--- config.mk ---
export PLATFORM = sky130hd
export DESIGN_NAME = keypad_scanner
export DESIGN_NICKNAME = d
export VERILOG_FILES = /design/src/rtl/keypad_pkg.sv /design/src/rtl/keypad_debounce.sv /design/src/rtl/keypad_scanner.sv
export SDC_FILE = /design/constraint.sdc
export NUM_CORES = 1
export LEC_CHECK = 0
export ABC_AREA = 1
export CELL_PAD_IN_SITES_DETAIL_PLACEMENT = 0
export CELL_PAD_IN_SITES_GLOBAL_PLACEMENT = 1
export CORE_UTILIZATION = 52
export CTS_CLUSTER_DIAMETER = 120
export DETAILED_ROUTE_END_ITERATION = 7
export DONT_BUFFER_PORTS = 1
export PLACE_DENSITY_LB_ADDON = 0.1
export SLEW_MARGIN = 20
export SYNTH_ARGS = -nofsm -noshare
export SYNTH_HDL_FRONTEND = slang
export SYNTH_SLANG_ARGS = --single-unit
export TNS_END_PERCENT = 5
--- constraint.sdc ---
create_clock -name clk -period 11.8 [get_ports clk]
set_input_delay 2.36 -clock clk [delete_from_list [all_inputs] [get_ports clk]]
set_output_delay 2.36 -clock clk [all_outputs]
set_load 0.01 [all_outputs]
--- src/rtl/keypad_pkg.sv ---
`default_nettype none
// ============================================================================
// Module  : keypad_pkg
// Brief   : Shared sizes, key vector type and one-hot helper for the keypad scanner.
// Revision: 1.0
// ============================================================================
package keypad_pkg;

    localparam int NUM_ROWS = 4;
    localparam int NUM_COLS = 4;
    localparam int NUM_KEYS = 16;

    typedef logic [NUM_KEYS-1:0] key_vec_t;

    function automatic logic is_one_hot(input key_vec_t v);
        return ($countones(v) == 1);
    endfunction

endpackage
`default_nettype wire

--- src/rtl/keypad_debounce.sv ---
`default_nettype none
// ============================================================================
// Module  : keypad_debounce
// Brief   : Accepts a full-matrix snapshot once it repeats for DEBOUNCE_SCANS scans.
// Revision: 1.0
// ============================================================================
module keypad_debounce
    import keypad_pkg::*;
#(
    parameter int DEBOUNCE_SCANS = 4
) (
    input  logic     clk,
    input  logic     reset,
    input  logic     scan_done_i,
    input  key_vec_t snapshot_i,
    output key_vec_t stable_o
);

    localparam int                CNT_W      = $clog2(DEBOUNCE_SCANS + 1);
    localparam logic [CNT_W-1:0]  CNT_MAX    = CNT_W'(DEBOUNCE_SCANS);
    localparam logic [CNT_W-1:0]  CNT_ACCEPT = CNT_W'(DEBOUNCE_SCANS - 1);

    logic [CNT_W-1:0] count_q, count_d;
    key_vec_t         prev_q, prev_d;
    key_vec_t         stable_q, stable_d;
    logic             same;
    logic             accept;

    always_comb begin
        same     = (snapshot_i == prev_q);
        // count_q + 1 >= DEBOUNCE_SCANS, written to avoid widening the counter
        accept   = same && (count_q >= CNT_ACCEPT);
        count_d  = count_q;
        prev_d   = prev_q;
        stable_d = stable_q;
        if (scan_done_i) begin
            prev_d = snapshot_i;
            if (!same) begin
                count_d = '0;
            end else if (count_q != CNT_MAX) begin
                count_d = count_q + 1'b1;
            end
            if (accept) begin
                stable_d = snapshot_i;
            end
        end
    end

    always_ff @(posedge clk or posedge reset) begin
        if (reset) begin
            count_q  <= '0;
            prev_q   <= '0;
            stable_q <= '0;
        end else begin
            count_q  <= count_d;
            prev_q   <= prev_d;
            stable_q <= stable_d;
        end
    end

    assign stable_o = stable_q;

endmodule
`default_nettype wire

--- src/rtl/keypad_scanner.sv ---
`default_nettype none
// ============================================================================
// Module  : keypad_scanner
// Brief   : 4x4 keypad column scan, debounce, one-hot filter and press strobe.
//           Define KEYPAD_SYNC_EN to add a two-flop synchronizer on row.
// Revision: 1.0
// ============================================================================
module keypad_scanner
    import keypad_pkg::*;
#(
    parameter int SCAN_DIV       = 1000,
    parameter int DEBOUNCE_SCANS = 4
) (
    input  logic                clk,
    input  logic                reset,
    input  logic [NUM_ROWS-1:0] row,
    output logic [NUM_COLS-1:0] col,
    output key_vec_t            buttons,
    output logic                press
);

    localparam int                 SLOT_W    = $clog2(SCAN_DIV);
    localparam logic [SLOT_W-1:0]  SLOT_LAST = SLOT_W'(SCAN_DIV - 1);
    localparam logic [1:0]         COL_LAST  = 2'(NUM_COLS - 1);

    logic [SLOT_W-1:0]   slot_q, slot_d;
    logic [1:0]          index_q, index_d;
    key_vec_t            snap_q, snap_d;
    key_vec_t            buttons_q, buttons_d;
    logic                press_q, press_d;
    key_vec_t            stable;
    logic [NUM_ROWS-1:0] row_s;
    logic                slot_last;
    logic                scan_done;

`ifdef KEYPAD_SYNC_EN
    logic [NUM_ROWS-1:0] sync1_q, sync2_q;

    always_ff @(posedge clk or posedge reset) begin
        if (reset) begin
            sync1_q <= '1;
            sync2_q <= '1;
        end else begin
            sync1_q <= row;
            sync2_q <= sync1_q;
        end
    end

    assign row_s = sync2_q;
`else
    assign row_s = row;
`endif

    always_comb begin
        slot_last = (slot_q == SLOT_LAST);
        scan_done = slot_last && (index_q == COL_LAST);
        slot_d    = slot_last ? '0 : slot_q + 1'b1;
        index_d   = slot_last ? index_q + 1'b1 : index_q;
        // The debouncer sees the snapshot including the column sampled this edge
        snap_d    = snap_q;
        if (slot_last) begin
            snap_d[{index_q, 2'b00} +: NUM_ROWS] = ~row_s;
        end
        buttons_d = is_one_hot(stable) ? stable : '0;
        press_d   = (buttons_d != '0) && (buttons_d != buttons_q);
    end

    always_ff @(posedge clk or posedge reset) begin
        if (reset) begin
            slot_q    <= '0;
            index_q   <= '0;
            snap_q    <= '0;
            buttons_q <= '0;
            press_q   <= 1'b0;
        end else begin
            slot_q    <= slot_d;
            index_q   <= index_d;
            snap_q    <= snap_d;
            buttons_q <= buttons_d;
            press_q   <= press_d;
        end
    end

    keypad_debounce #(
        .DEBOUNCE_SCANS (DEBOUNCE_SCANS)
    ) u_debounce (
        .clk         (clk),
        .reset       (reset),
        .scan_done_i (scan_done),
        .snapshot_i  (snap_d),
        .stable_o    (stable)
    );

    assign col     = ~(4'b0001 << index_q);
    assign buttons = buttons_q;
    assign press   = press_q;

endmodule
`default_nettype wire
**Word level (Yosys, flattened, before mapping)**

Cells that the tools add are included.

- $add $sub $neg: 19
- Magnitude comparators: 1
- Equal/unequal tests: 7
- Shifts and indexed selects: 3
- Muxes and demuxes: 6
- Bitwise operators: 2
- Reductions and logical operators: 6

Operators with widths:

| kind | count |
|---|---|
| 2-to-1 mux 16 bit | 2 |
| adder 1 x 1 -> 2 bit | 8 |
| bitwise mux 16 bit | 1 |
| equality test 16 bit | 1 |
| != test 16 bit | 1 |
| nonzero test 16 bit | 1 |
| variable shift 4 x 6 -> 16 bit, first input constant | 1 |
| variable part select 4 x 6 -> 16 bit | 1 |
| adder 2 x 2 -> 3 bit | 4 |
| adder 10 x 1 -> 10 bit, second input constant | 1 |
| equality test 10 bit, second input constant | 1 |
| 2-to-1 mux 10 bit | 1 |
| adder 3 x 3 -> 4 bit | 2 |
| NOT 4 bit | 2 |
| 2-to-1 mux 3 bit | 2 |
| negation 4 -> 6 bit | 1 |
| adder 4 x 4 -> 5 bit | 1 |
| equality test 5 x 1 -> 1 bit, second input constant | 1 |
| AND reduction 2 bit | 2 |
| << shifter 1 x 2 -> 4 bit, first input constant | 1 |
| adder 3 x 1 -> 3 bit, second input constant | 1 |
| greater-or-equal comparator 3 x 2 -> 1 bit, second input constant | 1 |
| logical AND 1 bit | 3 |
| != test 3 bit, second input constant | 1 |
| other kinds (3) | 3 |

- Register bits: 80
- Input bits: 6
- Output and inout bits: 21
- Word-level logic and storage cells: 52

**Logic depth before layout (Yosys ltp)**

Gate-level depths: netlist of the first run.

- Depth in word-level cells: 8
- Gate-level depth with buffers: 23

**Hierarchy**

Synthesis of the first run repeated with hierarchy kept, for this count alone.

- Cells, all modules: 596
- Area, all modules: 4743.3 sq um

Modules (own cells, without submodules):

| module | instances | cells each | area an instance (sq um) | seq. area each (sq um) |
|---|---|---|---|---|
| keypad_scanner | 1 | 335 | 2802.7 | 1126.1 |
| keypad_debounce | 1 | 261 | 1940.6 | 875.8 |

**Worst setup path after synthesis of the first run**

Ideal clock, no wire load.

- Path kind: register -> register
- Start: register u_debounce.stable_q[11], in the netlist u_debounce.stable_o[11]
- End: register press_q, in the netlist press
- Setup time: 0.130 ns
- Arrival time: 4.153 ns
- Setup slack: 7.517 ns
- Stages on the path, launching flop included: 24
- Cells stage by stage: dfrtp_1 -> fa_1 -> inv_1 -> fa_1 -> inv_1 -> fa_1 -> inv_1 -> fa_1 -> inv_1 -> ha_1 -> fa_1 -> nor2_1 -> nand3_1 -> a21oi_1 -> nand2_1 -> clkbuf_1 -> nor2_1 -> inv_1 -> nand2_1 -> o21ai_0 -> nor2_1 -> nand2_1 -> nor2_1 -> a21oi_1

- Cells in the longest elaborated chain, start to end: 8

Ends and longest elaborated chain:

| item | line | source |
|---|---|---|
| from (decl) | keypad_debounce.sv:25 | `key_vec_t stable_q, stable_d;` |
| from (signal assigned) | keypad_debounce.sv:57 | `stable_q <= stable_d;` |
| adder 1 x 1 -> 2 bit (implied by the code) (*) | keypad_pkg.sv:16 | `return ($countones(v) == 1);` |
| adder 2 x 2 -> 3 bit (implied by the code) (*) | keypad_pkg.sv:16 |  |
| adder 3 x 3 -> 4 bit (implied by the code) (*) | keypad_pkg.sv:16 |  |
| adder 4 x 4 -> 5 bit (implied by the code) (*) | keypad_pkg.sv:16 |  |
| equality test 5 x 1 -> 1 bit (*) | keypad_pkg.sv:16 |  |
| 2-to-1 mux 16 bit (*) | keypad_scanner.sv:64 | `buttons_d = is_one_hot(stable) ? stable : '0;` |
| named net buttons_d[14] | keypad_scanner.sv:29 | `key_vec_t buttons_q, buttons_d;` |
| != test 16 bit / nonzero test 16 bit (equally long branches) | keypad_scanner.sv:65 | `press_d = (buttons_d != '0) && (buttons_d != buttons_q);` |
| logical AND 1 bit (*) | keypad_scanner.sv:65 |  |
| named net press_d | keypad_scanner.sv:30 | `logic press_q, press_d;` |
| to (signal assigned) | keypad_scanner.sv:80 | `press_q <= press_d;` |
| to (decl) | keypad_scanner.sv:30 |  |

The timed path passes the listed nets; every way through them passes the cells marked *.
A chain may end at the register's enable or synchronous reset.

**Final worst setup path of the first run**

Same ends and word-level chain as after synthesis.

==> results by stage, run 1 <==
Setup path:
- The critical path launch point type is a flop.
- At the worst endpoint, the arrival time is around 5100 ps.
- The setup path with the least slack is of type reg -> reg.
- STA classifies the critical path endpoint as a flop.
- The register-to-register setup slack is 6950 ps.
- The critical path data required time is 12040 ps.
- The top fanout value on the critical path is 20.

Power and ir drop:
- The power after layout is 479 uW.
- The highest ir drop seen on vdd is between 0.05 and 0.06 mV.
- The cell area power density is between 90 and 100 mW/mm^2.
- In this run the static leakage power is approximately 2.6 nW.

Global route:
- The first global-routing pass estimated approximately 18000 microns of wire.
- The via count of the first global-routing pass came to 3718.
- The number of antenna violations at the first check in global routing is 0.
- Entering global routing, the biggest net connects approximately 70 pins.
- After global routing the overflow that remains totals 0.
- The overall global routing resource usage is 24.1%.

Timing:
- The ratio of final minimum period to clock period is 41.1%.
- At the pin with the least slew margin, the transition time is between 1000 and 1500 ps.
- The worst hold slack across all endpoints is between 400 and 500 ps.
- Setup repair after global routing left no endpoint under its margin.
- The number of setup violations in the final report is 0.
- The routed design could run at a clock period as short as slightly below 5000 ps.
- Across the routed clock network, the largest skew measured is 10.7 ps.
- The final-layout setup total negative slack is 0 ps.
- The worst slew slack as a fraction of its limit is 28.5%.
- The total count of max-transition violations in the final report is 0.
- The hold violation total from the final report is 0.
- The maximum clock frequency is 206 MHz.

Placement:
- At the end of routability-driven placement, the weighted congestion stood at 0.815.
- In this run, placement finished with an instance count of ~710.
- The number of port buffers is 0.
- Summed over all nets, the half-perimeter wirelength after detailed placement is slightly below 8000 microns.

Synthesis:
- The post-synthesis async set-or-reset flop share is 100%.
- The synthesized design spends more area on one cell type than any other, namely sky130_fd_sc_hd__dfrtp_1.
- The count of mapped cells out of synthesis is 617.
- The distinct cell type count after synthesis is 35.
- The commonest register cell after synthesis is sky130_fd_sc_hd__dfrtp_1.
- In the synthesized netlist, the cells that appear most often are 193 x sky130_fd_sc_hd__nand2_1, 80 x sky130_fd_sc_hd__dfrtp_1, 80 x sky130_fd_sc_hd__inv_1.
- When the netlist entered floorplanning its net count stood at between 600 and 700.
- The synthesized design contains 80 register bits.
- The average instance in the mapped netlist occupies 7.78 sq um.
- The Yosys step of the flow raised 0 warnings.
- In the post-synthesis netlist, the biggest area contributors are sky130_fd_sc_hd__dfrtp_1 42%, sky130_fd_sc_hd__nand2_1 15%, sky130_fd_sc_hd__inv_1 6.3%.
- The cell area that synthesis handed to floorplanning was 0.00480 sq mm.
- Counting flops with a built-in enable in the synthesized netlist gives 0.
- The library cell with the highest instance count after synthesis is sky130_fd_sc_hd__nand2_1.
- The sequential element share of the synthesized area is 41.7%.
- The area fraction of the dominant cell type after synthesis is 41.7%.

Route:
- The post-detailed-route DRC marker count is 2.
- The detailed-route via count is 3765.
- The final antenna-violating net count is 0.
- The via density per instance is slightly above 5.
- The number of optimization iterations in the first detailed-route pass is 7.
- For this block, the routed nets add up to 10400 microns of wire.
- The violation count after the first detailed-route iteration is ~230.
- The mean routed wirelength per cell is 14.4 microns.

Clock tree:
- After clock tree synthesis, the clock-pin slew on the worst setup and hold paths is 90 ps.
- In this run, post-CTS hold repair placed 0 buffers.
- The largest buffer count on any clock path is 2.
- TritonCTS built the clock tree.
- The CTS buffer count is 9.
- The number of instances resized during post-cts repair is 0.
- The maximum level of the CTS H-tree is 3.
- For the worst-skew pair, the clock arrives at the later sink with an insertion delay of roughly 350 ps.
- The number of buffers inserted to repair setup after CTS is 0.
- The root buffer selected by CTS is sky130_fd_sc_hd__clkbuf_8.
- The total number of clock tree sinks is 80.

Worst hold path:
- The min-delay analysis places its worst path in the category reg -> reg.

Floorplanning:
- The core area is between 0.008 and 0.009 sq mm.
- The die covers about 0.0096 sq mm.
- The floorplan step set the die width to just under 100 microns.
- From bottom edge to top edge, the die measures 98.1 microns.
- The total number of placement rows is 34.
- For this configuration, the core starts out at a cell density of between 50 and 60%.
- The number of top-level pins is 27.

Finish:
- The finished layout holds 727 standard cells, fillers aside.
- The repair_antennas step left the layout with diodes totalling 0.
- The ratio of cells with drive above 1 in the final layout is 8.72%.
- Cells fill a little under three fifths of the core in the end.
- At the end of the flow, the number of nets in the layout was 646.
- The area growth from synthesis to layout is 5.01%.

Flow run:
- The max-cap check violation count is 0.

Outcome:
- The flow ran to the end, but the final reports show violations.
- The final reports fail on DRC.
## cells by family after synthesis
logic type,Yosys count,synth area share [%]
buffers and inverters,99,8.87
and+or+nand+nor,363,34.8
xor gates and xnor gates,14,2.56
adders and majority gates,24,7.82
AOI/OAI and AO/OA,37,4.25
DFF,80,41.7
## final cells by class
type	count	area, sq um
fill	860	3810
multi-input combinational	438	2380
sequential	80	2000
inverter	83	313
tap	108	135
clock buffer	9	124
clock inverter	5	58.8
timing repair buffer	4	30.0
## worst paths after layout
| path | endpoint | startpoint | depth (start not counted) |
|---|---|---|---|
| worst max register to register | press | u_debounce.stable_o[11] | 19 |
| worst max-delay path | press | u_debounce.stable_o[11] | 19 |
| max in group asynchronous | u_debounce.stable_o[0] | reset | 2 |
| min in group asynchronous | slot_q[6] | reset | 1 |
| worst min-delay path | slot_q[0] | slot_q[0] | 1 |
| worst min register to register | slot_q[0] | slot_q[0] | 1 |
## cell usage in the layout (no fill, tap or decap), types with 5 or more instances in the layout
master,count
sky130_fd_sc_hd__a21oi_1,5
sky130_fd_sc_hd__clkbuf_8,9
sky130_fd_sc_hd__dfrtp_1,80
sky130_fd_sc_hd__fa_1,10
sky130_fd_sc_hd__ha_1,14
sky130_fd_sc_hd__inv_1,79
sky130_fd_sc_hd__nand2_1,193
sky130_fd_sc_hd__nand2_2,15
sky130_fd_sc_hd__nand2_4,10
sky130_fd_sc_hd__nand3_1,46
sky130_fd_sc_hd__nand4_1,25
sky130_fd_sc_hd__nor2_1,56
sky130_fd_sc_hd__o21ai_0,24
sky130_fd_sc_hd__xnor2_1,7
sky130_fd_sc_hd__xor2_1,7
## per-layer routing
metal	up-vias	part of all wire, %	GRT usage [%]
met5	-	0	0
met4	0	1.3	8.04
met3	13	3.2	3.51
met2	49	45	37.9
met1	1765	50	34.3
li1	1938	-	-
## stage by stage
stage | setup slack (ps) | instance area [sq um]
3_5_place_dp | 6930 | 4860
2_1_floorplan | 7390 | 4800
4_1_cts | 6920 | 5040
6_report | 6950 | 5040
3_3_place_gp | 7110 | 4860
5_1_grt | 6610 | 5040
## worst max-delay path, cell delays in order (launching register included)
cell and delay (ps):
sky130_fd_sc_hd__dfrtp_1 430, sky130_fd_sc_hd__fa_1 560, sky130_fd_sc_hd__inv_1 50, sky130_fd_sc_hd__fa_1 470
sky130_fd_sc_hd__inv_1 50, sky130_fd_sc_hd__fa_1 470, sky130_fd_sc_hd__inv_1 50, sky130_fd_sc_hd__fa_1 470
sky130_fd_sc_hd__inv_1 40, sky130_fd_sc_hd__ha_1 200, sky130_fd_sc_hd__fa_1 430, sky130_fd_sc_hd__nor2_1 120
sky130_fd_sc_hd__nand3_1 70, sky130_fd_sc_hd__a21oi_1 110, sky130_fd_sc_hd__nand2_1 360, sky130_fd_sc_hd__nor2_1 350
sky130_fd_sc_hd__xnor2_1 180, sky130_fd_sc_hd__nand4_1 100, sky130_fd_sc_hd__nor2_1 150, sky130_fd_sc_hd__a21oi_1 80
## registers in the layout, summed over array words and instances, names as in the netlist
register	count
index_q	2
snap_q	16
u_debounce.count_q	3
press	1
slot_q	10
u_debounce.prev_q	16
u_debounce.stable_o	16
buttons	16
## where the power goes
group          leakage [nW]  internal, mW  total (mW)  switching (mW)
logic                  1.62      0.000773     0.00689         0.00612
registers             0.936         0.274       0.274               0
clock network        0.0876        0.0958       0.198           0.102
total                  2.65         0.370       0.479           0.109
No activity file was read; power rests on OpenSTA's default activity.
==> run 2, diff against run 1 <==
CORE_UTILIZATION = 48   (was 52)
clock period = 4.92 ns   (was 11.8 ns; I/O delays follow)
==> run 2 against run 1 <==
The flow now finishes without violations. Combinational power grew 150%. Via count increased by 1.6%. Die area grew 8.2%. Sequential power up 140%. Count of clock-buffer cells in the layout increased by 2. Core utilization is 4.6 points lower.
==> results by stage, run 2 (synthesis results as in run 1) <==
Outcome:
- The flow ran to the end, and the final reports show no timing, DRC or antenna violations.

Setup path:
- The critical path buffer and inverter count is 5.
- The startpoint of the worst-slack reg-to-reg timing path is u_debounce.stable_o[5].
- The endpoint of the most critical register-to-register path is press.
- The largest single stage delay on the critical path is 540 ps.
- The most numerous cell on the critical path is sky130_fd_sc_hd__fa_1.
- The highest-delay cell along the critical path is sky130_fd_sc_hd__fa_1.
- STA classifies the critical path endpoint as a flop.
- The kind of cell adding the most delay to the critical path is adder cells.
- Measured in cells, the most critical reg-to-reg path has a length of 20.
- The top fanout value on the critical path is 20.
- The critical path goes through inv_1, fa_1, inv_1, fa_1, fa_1, inv_1, fa_1, inv_1, ha_1, fa_1, nor2_1, nand3_1, a21oi_1, nand2_1, buf_4, nor2_1, xnor2_1, nand4_1, nor2_1, a21oi_1.
- The register-to-register setup slack is 300 ps.
- The start-to-end type of the worst setup path is reg -> reg.
- STA classifies the critical path startpoint as a flop.
- The data arrival time of the critical path is 4860 ps.
- At the worst endpoint, the required time is 5160 ps.

Finish:
- Summing all multi-input logic gate instances after layout gives 0.00238 sq mm.
- The ratio of cells with drive above 1 in the final layout is 9.02%.
- The repair_antennas step left the layout with diodes totalling 0.
- After the flow finishes, the layout carries non-filler instances totaling 754.
- The library cells used most frequently in the layout, excluding fill and tap cells, are 193 x sky130_fd_sc_hd__nand2_1, 80 x sky130_fd_sc_hd__dfrtp_1, 79 x sky130_fd_sc_hd__inv_1, 56 x sky130_fd_sc_hd__nor2_1, 46 x sky130_fd_sc_hd__nand3_1.
- For this run, the post-layout net count is 648.
- Relative to the synthesized area, the layout overhead comes to 6.21%.
- The storage element area is 0.00200 sq mm.
- Leaving out fill and tap cells, the most frequent cell in the layout is sky130_fd_sc_hd__nand2_1.
- The cell area after layout is 0.00510 sq mm.
- The filler cell count in the final layout is 956.

Global route:
- The met2 layer usage reported by global route is 34.5%.
- Summed over all layers, the global routing overflow is 0.
- The routing usage on met3 is 4.38%.
- The via count of the first global-routing pass is approximately 3700.
- The overall global routing resource usage is 22.9%.
- Entering global routing, the biggest net connects 50 pins.
- The first-pass GRT wire length is approximately 18000 microns.
- In the global route stage, met1 resource usage came out at 32.7%.
- The layer flagged by global routing as most heavily used is met2.
- The number of antenna violations at the first check in global routing is 0.

Timing:
- For the pin with the worst max-slew slack, the measured transition is around 1100 ps.
- For the finished layout, the period the worst path requires is 4620 ps.
- Hold is met by 460 ps.
- The ratio of final minimum period to clock period is 93.9%.
- The total count of max-transition violations in the final report is 0.
- The number of setup violations in the final report is 0.
- Setup repair after global routing left no endpoint under its margin.
- The worst-case clock skew is 9.63 ps.
- The hold violation total from the final report is 0.
- The maximum clock frequency is 216 MHz.
- The worst slew slack as a fraction of its limit is 28.5%.
- The final-layout setup total negative slack is 0 ps.

Clock tree:
- TritonCTS built the clock tree.
- The total number of clock tree sinks is 80.
- Counting along the longest clock path gives a buffer depth of 2.
- The number of hold buffers added after cts is 0.
- Gates resized during post-CTS repair numbered 0.
- The clock-pin slew of the registers on the worst-case setup and hold paths is 80 ps.
- Post-CTS timing repair inserted 0 buffers for setup.
- The CTS buffer count is 9.
- The worst-skew pair later-pin latency is 360 ps.
- The maximum level of the CTS H-tree is 3.
- The tree is rooted in a sky130_fd_sc_hd__clkbuf_8.

Route:
- The via density per instance is 5.07.
- The count of nets left with antenna violations once routing finished came out at 0.
- The mean routed wirelength per cell is 14.4 microns.
- The first detailed-routing pass ran for 4 iterations.
- The violation count after the first detailed-route iteration is approximately 160.
- The total wire length is 10800 microns.
- The final route contains 3826 vias.
- The post-detailed-route DRC marker count is 0.

Worst hold path:
- The path class of the lowest-slack min-delay path is reg -> reg.
- The number of cells on the worst hold path is 1.
- The end of the worst hold path is slot_q[0].
- The worst min-delay path startpoint is slot_q[0].

Flow run:
- Max-cap violations in this run came to 0.

Floorplanning:
- During I/O placement, the number of pins put on the boundary was 27.
- The region available for standard cell placement spans a little under 0.01 sq mm.
- The die is about 100 microns wide.
- The die height is just over 100 microns.
- The die area is approximately 0.010 sq mm.
- After floorplanning, the core was divided into 36 placement rows.
- The initial core utilization is 49.3%.

Placement:
- The last weighted congestion value of the routability-driven placer is 0.833.
- The number of port buffers is 0.
- The HPWL after detailed placement is between 8000 and 9000 microns.
- After detailed placement, the total cell area comes to approximately 0.0049 sq mm.
- The placed instance count is between 700 and 800.

Power and ir drop:
- The cell area power density is roughly 230 mW/mm^2.
- The leakage power summed over all cells is 2.66 nW.
- The highest ir drop seen on vdd is 0.105 mV.
[run 2: cell type report]
cell class	instances	share of cell area, %
flip-flops and latches	80	39.3
well taps	133	3.27
clock inverters	3	0.835
multi-input cells	438	46.6
inverters	83	6.14
clock buffers	11	2.97
repair buffers	6	0.884
[run 2: through the flow]
step	power (mW)	setup WS, ps	util, %
after global routing	1.21	37.9	52.4
after global placement	0.688	446	50.4
after floorplan	0.682	637	-
after CTS	1.19	312	52.4
final	1.17	301	52.4
after detailed placement	0.688	348	50.4
[run 2: routing by layer]
layer	up-vias	share of wire [%]	routed length, microns
li1	1942	-	-
met1	1823	49	5360
met2	54	46	4970
met3	7	3.9	417
met4	0	0.82	89
met5	-	0	0
[run 2: worst max-delay path by stage]
| stage | start | end | slack [ps] | cells past startpoint |
|---|---|---|---|---|
| 2_1_floorplan | u_debounce.stable_o[11] | press | 640 | 23 |
| 3_3_place_gp | u_debounce.stable_o[5] | press | 450 | 21 |
| 3_5_place_dp | u_debounce.stable_o[5] | press | 350 | 20 |
| 4_1_cts | u_debounce.stable_o[5] | press | 310 | 20 |
| 5_1_grt | u_debounce.stable_o[11] | press | 40 | 22 |
| 6_report | u_debounce.stable_o[5] | press | 300 | 20 |
[run 2: where the power goes]
part           internal [mW]  switching (mW)  total, mW  leakage [nW]
Clock                  0.256           0.242      0.498        0.0973
Combinational        0.00182          0.0151     0.0169          1.63
Sequential             0.657               0      0.657         0.936
[run 2: worst reg2reg max path: stages, from the launching register on]
cell and delay [ps]:
sky130_fd_sc_hd__dfrtp_1 360, sky130_fd_sc_hd__inv_1 90, sky130_fd_sc_hd__fa_1 540, sky130_fd_sc_hd__inv_1 50
sky130_fd_sc_hd__fa_1 450, sky130_fd_sc_hd__fa_1 510, sky130_fd_sc_hd__inv_1 50, sky130_fd_sc_hd__fa_1 480
sky130_fd_sc_hd__inv_1 40, sky130_fd_sc_hd__ha_1 200, sky130_fd_sc_hd__fa_1 450, sky130_fd_sc_hd__nor2_1 130
sky130_fd_sc_hd__nand3_1 90, sky130_fd_sc_hd__a21oi_1 120, sky130_fd_sc_hd__nand2_1 60, sky130_fd_sc_hd__buf_4 200
sky130_fd_sc_hd__nor2_1 190, sky130_fd_sc_hd__xnor2_1 150, sky130_fd_sc_hd__nand4_1 120, sky130_fd_sc_hd__nor2_1 130
sky130_fd_sc_hd__a21oi_1 80
